File: config.mk
export PLATFORM = sky130hd
export DESIGN_NAME = demux4_collector
export DESIGN_NICKNAME = d
export VERILOG_FILES = /design/src/rtl/demux4_collector.sv
export SDC_FILE = /design/constraint.sdc
export NUM_CORES = 1
export LEC_CHECK = 0
export BUFFER_PORTS_ARGS = -buffer_cell sky130_fd_sc_hd__buf_2
export CORE_AREA = 2 2 39 41
export CTS_BUF_LIST = sky130_fd_sc_hd__clkbuf_2 sky130_fd_sc_hd__clkbuf_4 sky130_fd_sc_hd__clkbuf_8
export CTS_CLUSTER_DIAMETER = 100
export CTS_CLUSTER_SIZE = 12
export DETAILED_ROUTE_END_ITERATION = 7
export DIE_AREA = 0 0 41 43
export PLACE_DENSITY = 0.63
export SKIP_LAST_GASP = 1
export SLEW_MARGIN = 20
export SYNTH_ARGS = -nofsm -noshare
export SYNTH_HDL_FRONTEND = slang
export SYNTH_SLANG_ARGS = --single-unit
File: constraint.sdc
create_clock -name clk -period 2.95 [get_ports clk]
set_input_delay 0 -clock clk [delete_from_list [all_inputs] [get_ports clk]]
set_output_delay 0 -clock clk [all_outputs]
set_load 0.03 [all_outputs]
File: src/rtl/demux4_collector.sv
// Four-channel round-robin collector: merges din0..din3 into one registered
// output word tagged with its source index, using a valid/ready handshake on both sides.
module demux4_collector #(
  parameter int WIDTH = 1
) (
  input  logic             clk,
  input  logic             rst,
  input  logic [WIDTH-1:0] din0,
  input  logic [WIDTH-1:0] din1,
  input  logic [WIDTH-1:0] din2,
  input  logic [WIDTH-1:0] din3,
  input  logic [3:0]       vld,
  output logic [3:0]       rdy,
  output logic [WIDTH-1:0] dout,
  output logic [1:0]       sel,
  output logic             dout_vld,
  input  logic             dout_rdy
);

  logic [1:0]       last;
  logic [1:0]       grant;
  logic             found;
  logic             load_en;
  logic             xfer;
  logic [WIDTH-1:0] grant_data;

  assign load_en = !dout_vld || dout_rdy;

  // Search starts just past the last served channel; offset 4 wraps back to last itself.
  always_comb begin
    logic [1:0] idx;
    found = 1'b0;
    grant = 2'b00;
    idx   = 2'b00;
    for (int i = 1; i <= 4; i++) begin
      idx = last + 2'(i);
      if (!found && vld[idx]) begin
        found = 1'b1;
        grant = idx;
      end
    end
  end

  // Reset suppresses the grant so no source believes its word was taken.
  always_comb begin
    rdy = 4'b0000;
    if (!rst && load_en && found) rdy = 4'b0001 << grant;
  end

  assign xfer = |(vld & rdy);

  always_comb begin
    grant_data = din0;
    case (grant)
      2'd0: grant_data = din0;
      2'd1: grant_data = din1;
      2'd2: grant_data = din2;
      2'd3: grant_data = din3;
      default: grant_data = din0;
    endcase
  end

  always_ff @(posedge clk) begin
    if (rst) begin
      dout     <= '0;
      sel      <= 2'b00;
      dout_vld <= 1'b0;
      last     <= 2'b11;
    end else if (xfer) begin
      dout     <= grant_data;
      sel      <= grant;
      dout_vld <= 1'b1;
      last     <= grant;
    end else if (dout_vld && dout_rdy) begin
      dout_vld <= 1'b0;
    end
  end

endmodule

==> results of run 1 <==
==> routing by layer <==
layer	up-vias	GRT usage
met5	-	0
met1	178	0.1258
li1	219	-
met4	0	0.08000
met2	11	0.1656
met3	0	0.01571
==> kinds of logic after synthesis <==
| family | Yosys count | share of synthesized area |
|---|---|---|
| AO/OA/AOI/OAI | 13 | 0.2760 |
| buffers and inverters | 3 | 0.03244 |
| flip-flops | 6 | 0.3117 |
| multiplexers | 2 | 0.05195 |
| AND/OR/NAND/NOR | 25 | 0.3279 |
==> worst min path at each step <==
stage	endpoint	slack, ps	cells past startpoint
after global routing	dout_vld	30	2
final	dout_vld	20	2
after detailed placement	dout_vld	270	2
after CTS	dout_vld	9	2
after global placement	dout_vld	270	2
after floorplan	sel[1]	70	1
==> flip-flops by register name (all words and copies together), names as in the netlist <==
register and flops:
dout 1, dout_vld 1, last 2, sel 2
==> layout by cell type (no fill, tap or decap), types with 3 or more instances in the layout <==
master,netlist,routed
buf_2,0,18
nor2_1,7,7
dfxtp_1,6,6
nand2_1,5,5
nor3_1,5,5
clkbuf_4,0,3
==> power by group <==
| part | leakage [uW] | total [uW] | switching (uW) | internal (uW) |
|---|---|---|---|---|
| registers | 0.0000498 | 95.1 | 6.08 | 89.1 |
| logic | 0.000179 | 79.8 | 49.3 | 30.5 |
| clock network | 0.0000138 | 73.3 | 27.4 | 45.9 |
==> through the flow <==
| stage | power (uW) | util | setup WS [ps] | instances | hold WS (ps) |
|---|---|---|---|---|---|
| floorplan | 152.1 | - | 1156 | 49 | 69.07 |
| global placement | 175.4 | 0.3517 | 1444 | 81 | 265.2 |
| detailed placement | 176.4 | 0.3517 | 1430 | 81 | 266.5 |
| CTS | 252.3 | 0.3680 | 1203 | 84 | 9.227 |
| global route | 262.0 | 0.3680 | 1026 | 84 | 30.88 |
| finish | 248.2 | 0.3680 | 1200 | 84 | 15.30 |
==> worst register-to-register path: cells and delay by family, from the launching register on <==
kind | cells | cell delay, ps
flip-flops | 1 | 440
AND/OR/NAND/NOR | 1 | 490
AO/OA/AOI/OAI | 3 | 530
==> final cells by class <==
| cell class | count | area share |
|---|---|---|
| clock buffer | 3 | 0.04423 |
| tap | 16 | 0.03931 |
| sequential | 6 | 0.2359 |
| inverter | 1 | 0.007371 |
| timing repair buffer | 18 | 0.1769 |
| multi-input combinational | 40 | 0.4963 |
==> flow_metrics.env, run 1 <==
export IMPL_layout_min_cycle_time_ps=1750
export IMPL_rsz0062_at_grt="false"
export IMPL_synthTopCellsByCount="7 x nor2_1, 6 x dfxtp_1, 5 x nand2_1, 5 x nor3_1"
export IMPL_post_cts_buffers=0
export IMPL_num_vias=408
export IMPL_wl_met2_um=419
export IMPL_yosysMostFrequentCell="nor2_1"
export IMPL_tns_ps=0
export IMPL_worstMarginPinSlew_ps=512.7
export IMPL_cts_sinks=6
export IMPL_power_density_nw_per_um2=487.4
export IMPL_cp_slowest_cell="dfxtp_1"
export IMPL_synth_seq_cells=6
export IMPL_cts_buffer_depth=2
export IMPL_dieArea_um2=1763
export IMPL_cts_buffers=3
export IMPL_syn_area_um2=385.4
export IMPL_maxCapViolCount=0
export IMPL_syn_nets=60
export IMPL_drive_gt1_frac=0.3824
export IMPL_drc=0
export IMPL_antenna_cells=0
export IMPL_grt_pass1_vias=337
export IMPL_wl_um=896
export IMPL_start_util=0.2785
export IMPL_dpl_hpwl_um=735.2
export IMPL_yosysUniqueCellTypes=24
export IMPL_grt_pass1_wl_um=1276
export IMPL_path_clk_slew_ps=50
export IMPL_r2r_end="dout"
export IMPL_synth_largest_area_cell="dfxtp_1"
export IMPL_cts_tree="done"
export IMPL_multiInputGateArea_um2=252.7
export IMPL_r2r_start="last[1]"
export IMPL_synth_area_leaders="dfxtp_1 31%, nor2_1 6.8%, nor3_1 6.5%, o211ai_2 6.5%, mux2i_1 5.2%"
export IMPL_endpoint="rdy[3]"
export IMPL_hold_buffers=0
export IMPL_power_leakage_uw=0.0002424
export IMPL_n_fill_cell=160
export IMPL_start_kind="flop"
export IMPL_drt_iter0_markers=1
export IMPL_viasPerCell=4.857
export IMPL_io_buffers=18
export IMPL_grt_use_total=0.1075
export IMPL_cts_resized=0
export IMPL_insertion_delay_ps=240
export IMPL_grt_max_degree=9
export IMPL_synth_flop_cell="dfxtp_1"
export IMPL_ff_latch_area_um2=120.1
export IMPL_cp_startpoint="last[1]"
export IMPL_coreArea_um2=1384
export IMPL_rows=14
export IMPL_end_kind="primary output"
export IMPL_drt_pass1_iterations=2
export IMPL_cp_top_family="simple AND/OR/NAND/NOR gates"
export IMPL_htree_levels=1
export IMPL_r2r_slack_ps=1410
export IMPL_seq_area_frac_synth=0.3117
export IMPL_cp_required_ps=2950
export IMPL_overflow=0
export IMPL_fin_nets=81
export IMPL_max_freq_mhz=571.5
export IMPL_gp_congestion=0.6635
export IMPL_fin_crit_sh=0.5932
export IMPL_ios=19
export IMPL_area_delta_synth_final_pct=32.14
export IMPL_antenna_found_initial=0
export IMPL_hp_class="input pin to flop"
export IMPL_wire_per_inst_um=10.67
export IMPL_route_met3_wl_um=45
export IMPL_r2r_cells=4
export IMPL_path_depth=5
export IMPL_skew_ps=4.436
export IMPL_root_buffer="clkbuf_4"
export IMPL_status="finished, final reports clean"
export IMPL_top_layer="met3"
export IMPL_irDropWorstVdd_mv=0.1909
export IMPL_slew_violations=0
export IMPL_netlist_area_leader_share=0.3117
export IMPL_async_reset_ff_frac=0
export IMPL_die_y_um=43
export IMPL_path_cells="a211oi_1 > nor3_1 > nand2_1 > nor2_1 > buf_2"
export IMPL_path_max_fanout=7
export IMPL_cp_arrival_ps=1750
export IMPL_ys_warn_count=0
export IMPL_path_buf_inv=1
export IMPL_stdcell_area_um2=509.2
export IMPL_max_stage_delay_ps=440
export IMPL_synthCells=49
export IMPL_max_slew_margin=0.6556
export IMPL_crit_type="flop to primary output"
export IMPL_die_w_um=41
export IMPL_met1_length_um=431
export IMPL_ant_nets=0
export IMPL_synth_avg_cell_area_um2=7.865
export IMPL_final_hold_violation_count=0
export IMPL_synth_edf_count=0
export IMPL_placed_cell_area_um2=486.7
export IMPL_setup_violations=0
export IMPL_hp_start="rst"
(Power assumes the default switching activity.)
==> run 2, diff against run 1 <==
--- a/config.mk
+++ b/config.mk
@@ -5,6 +5,7 @@
 export SDC_FILE = /design/constraint.sdc
 export NUM_CORES = 1
 export LEC_CHECK = 0
+export ABC_AREA = 1
 export BUFFER_PORTS_ARGS = -buffer_cell sky130_fd_sc_hd__buf_2
 export CORE_AREA = 2 2 39 41
 export CTS_BUF_LIST = sky130_fd_sc_hd__clkbuf_2 sky130_fd_sc_hd__clkbuf_4 sky130_fd_sc_hd__clkbuf_8
@@ -12,7 +13,7 @@
 export CTS_CLUSTER_SIZE = 12
 export DETAILED_ROUTE_END_ITERATION = 7
 export DIE_AREA = 0 0 41 43
-export PLACE_DENSITY = 0.63
+export PLACE_DENSITY = 0.79
 export SKIP_LAST_GASP = 1
 export SLEW_MARGIN = 20
 export SYNTH_ARGS = -nofsm -noshare
==> constraint.sdc (replaced) <==
create_clock -name clk -period 1.7 [get_ports clk]
set_input_delay 0 -clock clk [delete_from_list [all_inputs] [get_ports clk]]
set_output_delay 0 -clock clk [all_outputs]
set_load 0.03 [all_outputs]
==> run 2 against run 1 <==
  * The flow now finishes with violations (setup timing)
  * Critical path depth up 7
  * Synthesized area is 52% higher
  * Synthesized cell count grew 110%
  * Count of clock-buffer cells in the layout did not move
  * Non-clock buffer count is 15 higher
  * Core utilization grew 35 points
  * Largest cell class unchanged
==> flow_metrics.env, run 2 <==
export IMPL_max_slew_margin=0.8207
export IMPL_synth_edf_count=0
export IMPL_switching_share=0.5319
export IMPL_synth_area_leaders="nand2_1 24%, dfxtp_1 21%, nand2_2 12%, nand3_1 6.8%, inv_1 5.1%"
export IMPL_synth_avg_cell_area_um2=5.798
export IMPL_viasPerCell=5.066
export IMPL_gp_congestion=0.7962
export IMPL_path_buf_inv=2
export IMPL_yosysUniqueCellTypes=18
export IMPL_finalPower_uw=1645
export IMPL_rows=14
export IMPL_path_clk_slew_ps=40
export IMPL_synth_top_family_by_area="simple AND/OR/NAND/NOR gates"
export IMPL_netlist_area_leader_share=0.2436
export IMPL_ios=19
export IMPL_cts_sinks=6
export IMPL_dieArea_um2=1763
export IMPL_fin_nets=148
export IMPL_start_kind="flop"
export IMPL_rsz0062_at_grt="true"
export IMPL_grt_max_degree=13
export IMPL_crit_type="flop to primary output"
export IMPL_skew_ps=1.697
export IMPL_synthCells=101
export IMPL_end_kind="primary output"
export IMPL_cts_tree="done"
export IMPL_setup_violations=4
export IMPL_antenna_found_initial=0
export IMPL_cp_arrival_ps=1750
export IMPL_final_common_cell="nand2_1"
export IMPL_power_leakage_uw=0.0005218
export IMPL_area_delta_synth_final_pct=69.02
export IMPL_async_reset_ff_frac=0
export IMPL_grt_pass1_wl_um=2773
export IMPL_status="finished, violations left"
export IMPL_io_buffers=18
export IMPL_die_w_um=41
export IMPL_synth_largest_area_cell="nand2_1"
export IMPL_grt_use_total=0.2236
export IMPL_synth_seq_cells=6
export IMPL_seq_area_frac_synth=0.2051
export IMPL_hp_class="input pin to flop"
export IMPL_ys_warn_count=0
export IMPL_maxCapViolCount=0
export IMPL_synth_compound_area_share=0.1047
export IMPL_path_cells="buf_6 > nand2_2 > nand2_2 > nand2_1 > nand2_2 > nand2_2 > nand2_4 > nand2_2 > nand3_4 > nand2_4 > nor2_2 > buf_4"
export IMPL_cp_required_ps=1700
export IMPL_cts_buffer_depth=2
export IMPL_cp_top_family="simple AND/OR/NAND/NOR gates"
export IMPL_synthTopCellsByCount="38 x nand2_1, 11 x nand2_2, 8 x inv_1, 8 x nand3_1, 8 x nor2_1"
export IMPL_grt_pass1_vias=785
export IMPL_die_y_um=43
export IMPL_num_vias=765
export IMPL_wire_per_inst_um=12.40
export IMPL_start_util=0.4231
export IMPL_timing_final_ws_setup_ps=-49.88
export IMPL_yosysMostFrequentCell="nand2_1"
export IMPL_synthAdderAreaFrac=0
export IMPL_p_clk_frac=0.075
export IMPL_dpl_hpwl_um=1105
export IMPL_synth_flop_cell="dfxtp_1"
export IMPL_antenna_cells=0
export IMPL_synth_xor_area_frac=0
export IMPL_root_buffer="clkbuf_4"
export IMPL_syn_area_um2=585.6
export IMPL_syn_nets=112
export IMPL_htree_levels=1
export IMPL_cp_common_cell="nand2_2"
export IMPL_max_stage_delay_ps=380
export IMPL_coreArea_um2=1384
export IMPL_tns_ps=-145.0
export IMPL_synthMuxAreaShare=0
export IMPL_drt_pass1_iterations=4
export IMPL_fin_crit_sh=1.029
export IMPL_worstMarginPinSlew_ps=269.0
export IMPL_p_seq_frac=0.134
export IMPL_overflow=0
export IMPL_irDropWorstVdd_mv=1.071
export IMPL_drc=0
export IMPL_drt_iter0_markers=7
export IMPL_comb_power_share=0.790
export IMPL_cp_slowest_cell="dfxtp_4"
export IMPL_insertion_delay_ps=230
export IMPL_final_cell_mix="23 x nand2_1, 19 x nand2_2, 14 x buf_2, 14 x buf_4, 8 x inv_1"
export IMPL_drive_gt1_frac=0.6148
export IMPL_wl_um=1872
export IMPL_path_max_fanout=6
export IMPL_layout_min_cycle_time_ps=1750
export IMPL_max_freq_mhz=571.5
export IMPL_slew_violations=0
export IMPL_cts_buffers=3
export IMPL_power_density_nw_per_um2=1662
export IMPL_yosys_area_share_simple=0.5577
export IMPL_ant_nets=0
export IMPL_p_switching_uw=874.8
export IMPL_violations="setup timing"
export IMPL_final_hold_violation_count=0
export IMPL_reg_top3="last: 2 flops, sel: 2 flops"
export IMPL_p_int_uw=769.8
[run 2: cell types whose count changed after synthesis, sizes merged, moves of 3 or more]
cell | previous run | this run
nand2 | 5 | 49
inv | 1 | 14
a21oi | 2 | 5
nor3 | 5 | 0
nand3 | 0 | 10
[run 2: final cells by class]
cell class	instances	area (um2)
inverters	14	67.56
clock buffers	3	22.52
repair buffers	33	230.2
flip-flops and latches	6	127.6
well taps	16	20.02
fillers	119	394.1
multi-input cells	79	521.8
[run 2: power by group through the flow]
stage	Combinational, uW	Clock (uW)	Sequential, uW
3_5_place_dp	813	0	204
4_1_cts	1150	126	215
6_report	1300	124	221
3_3_place_gp	797	0	202
2_1_floorplan	599	0	249
5_1_grt	1390	139	225
[run 2: what timing repair did]
action | in CTS | in global routing
setup endpoints to repair | 4 | 9
cloned | 0 | 0
setup buffers | 9 | 1
pin swaps | 13 | 9
hold buffers | 1 | 0
gates resized for setup | 40 | 13
hold endpoints to repair | 3 | 0
[run 2: worst paths after layout]
| kind | start | end | slack [ps] | cells past startpoint |
|---|---|---|---|---|
| min | dout_rdy | dout_vld | 40 | 4 |
| max reg2reg | last[0] | dout | 10 | 14 |
| max | last[0] | rdy[0] | -50 | 12 |
| min reg2reg | sel[1] | sel[1] | 470 | 2 |
[run 2: kinds of logic (layout without fill, tap and decap cells)]
| family | after synthesis | in the layout |
|---|---|---|
| buf+inv | 16 | 50 |
| compound gates | 9 | 9 |
| simple gates | 70 | 70 |
| flops | 6 | 6 |
[run 2: layer usage]
metal	track usage	routed length [um]	part of all wire	up-vias
li1	-	-	-	383
met1	0.2013	692	0.37	354
met2	0.4219	1064	0.57	24
met3	0.05759	76	0.041	4
met4	0.09333	38	0.020	0
met5	0	0	0	-
[run 2: worst min-delay path, delay by kind of cell]
kind,cells,cell delay [ps]
buffers and inverters,2,110
and+or+nand+nor,1,60
AOI/OAI and AO/OA,1,60
[run 2: per-stage QoR]
stage          hold slack [ps]  area [um2]    util  setup slack (ps)  cells
2_1_floorplan            69.07       585.6       -             46.33    101
3_5_place_dp             225.9       703.2  0.5081             65.38    137
3_3_place_gp             223.5       703.2  0.5081             94.67    137
5_1_grt                  64.67       989.7  0.7152            -131.8    151
4_1_cts                  40.42       937.1  0.6772            -3.489    150
6_report                 43.88       989.7  0.7152            -49.88    151
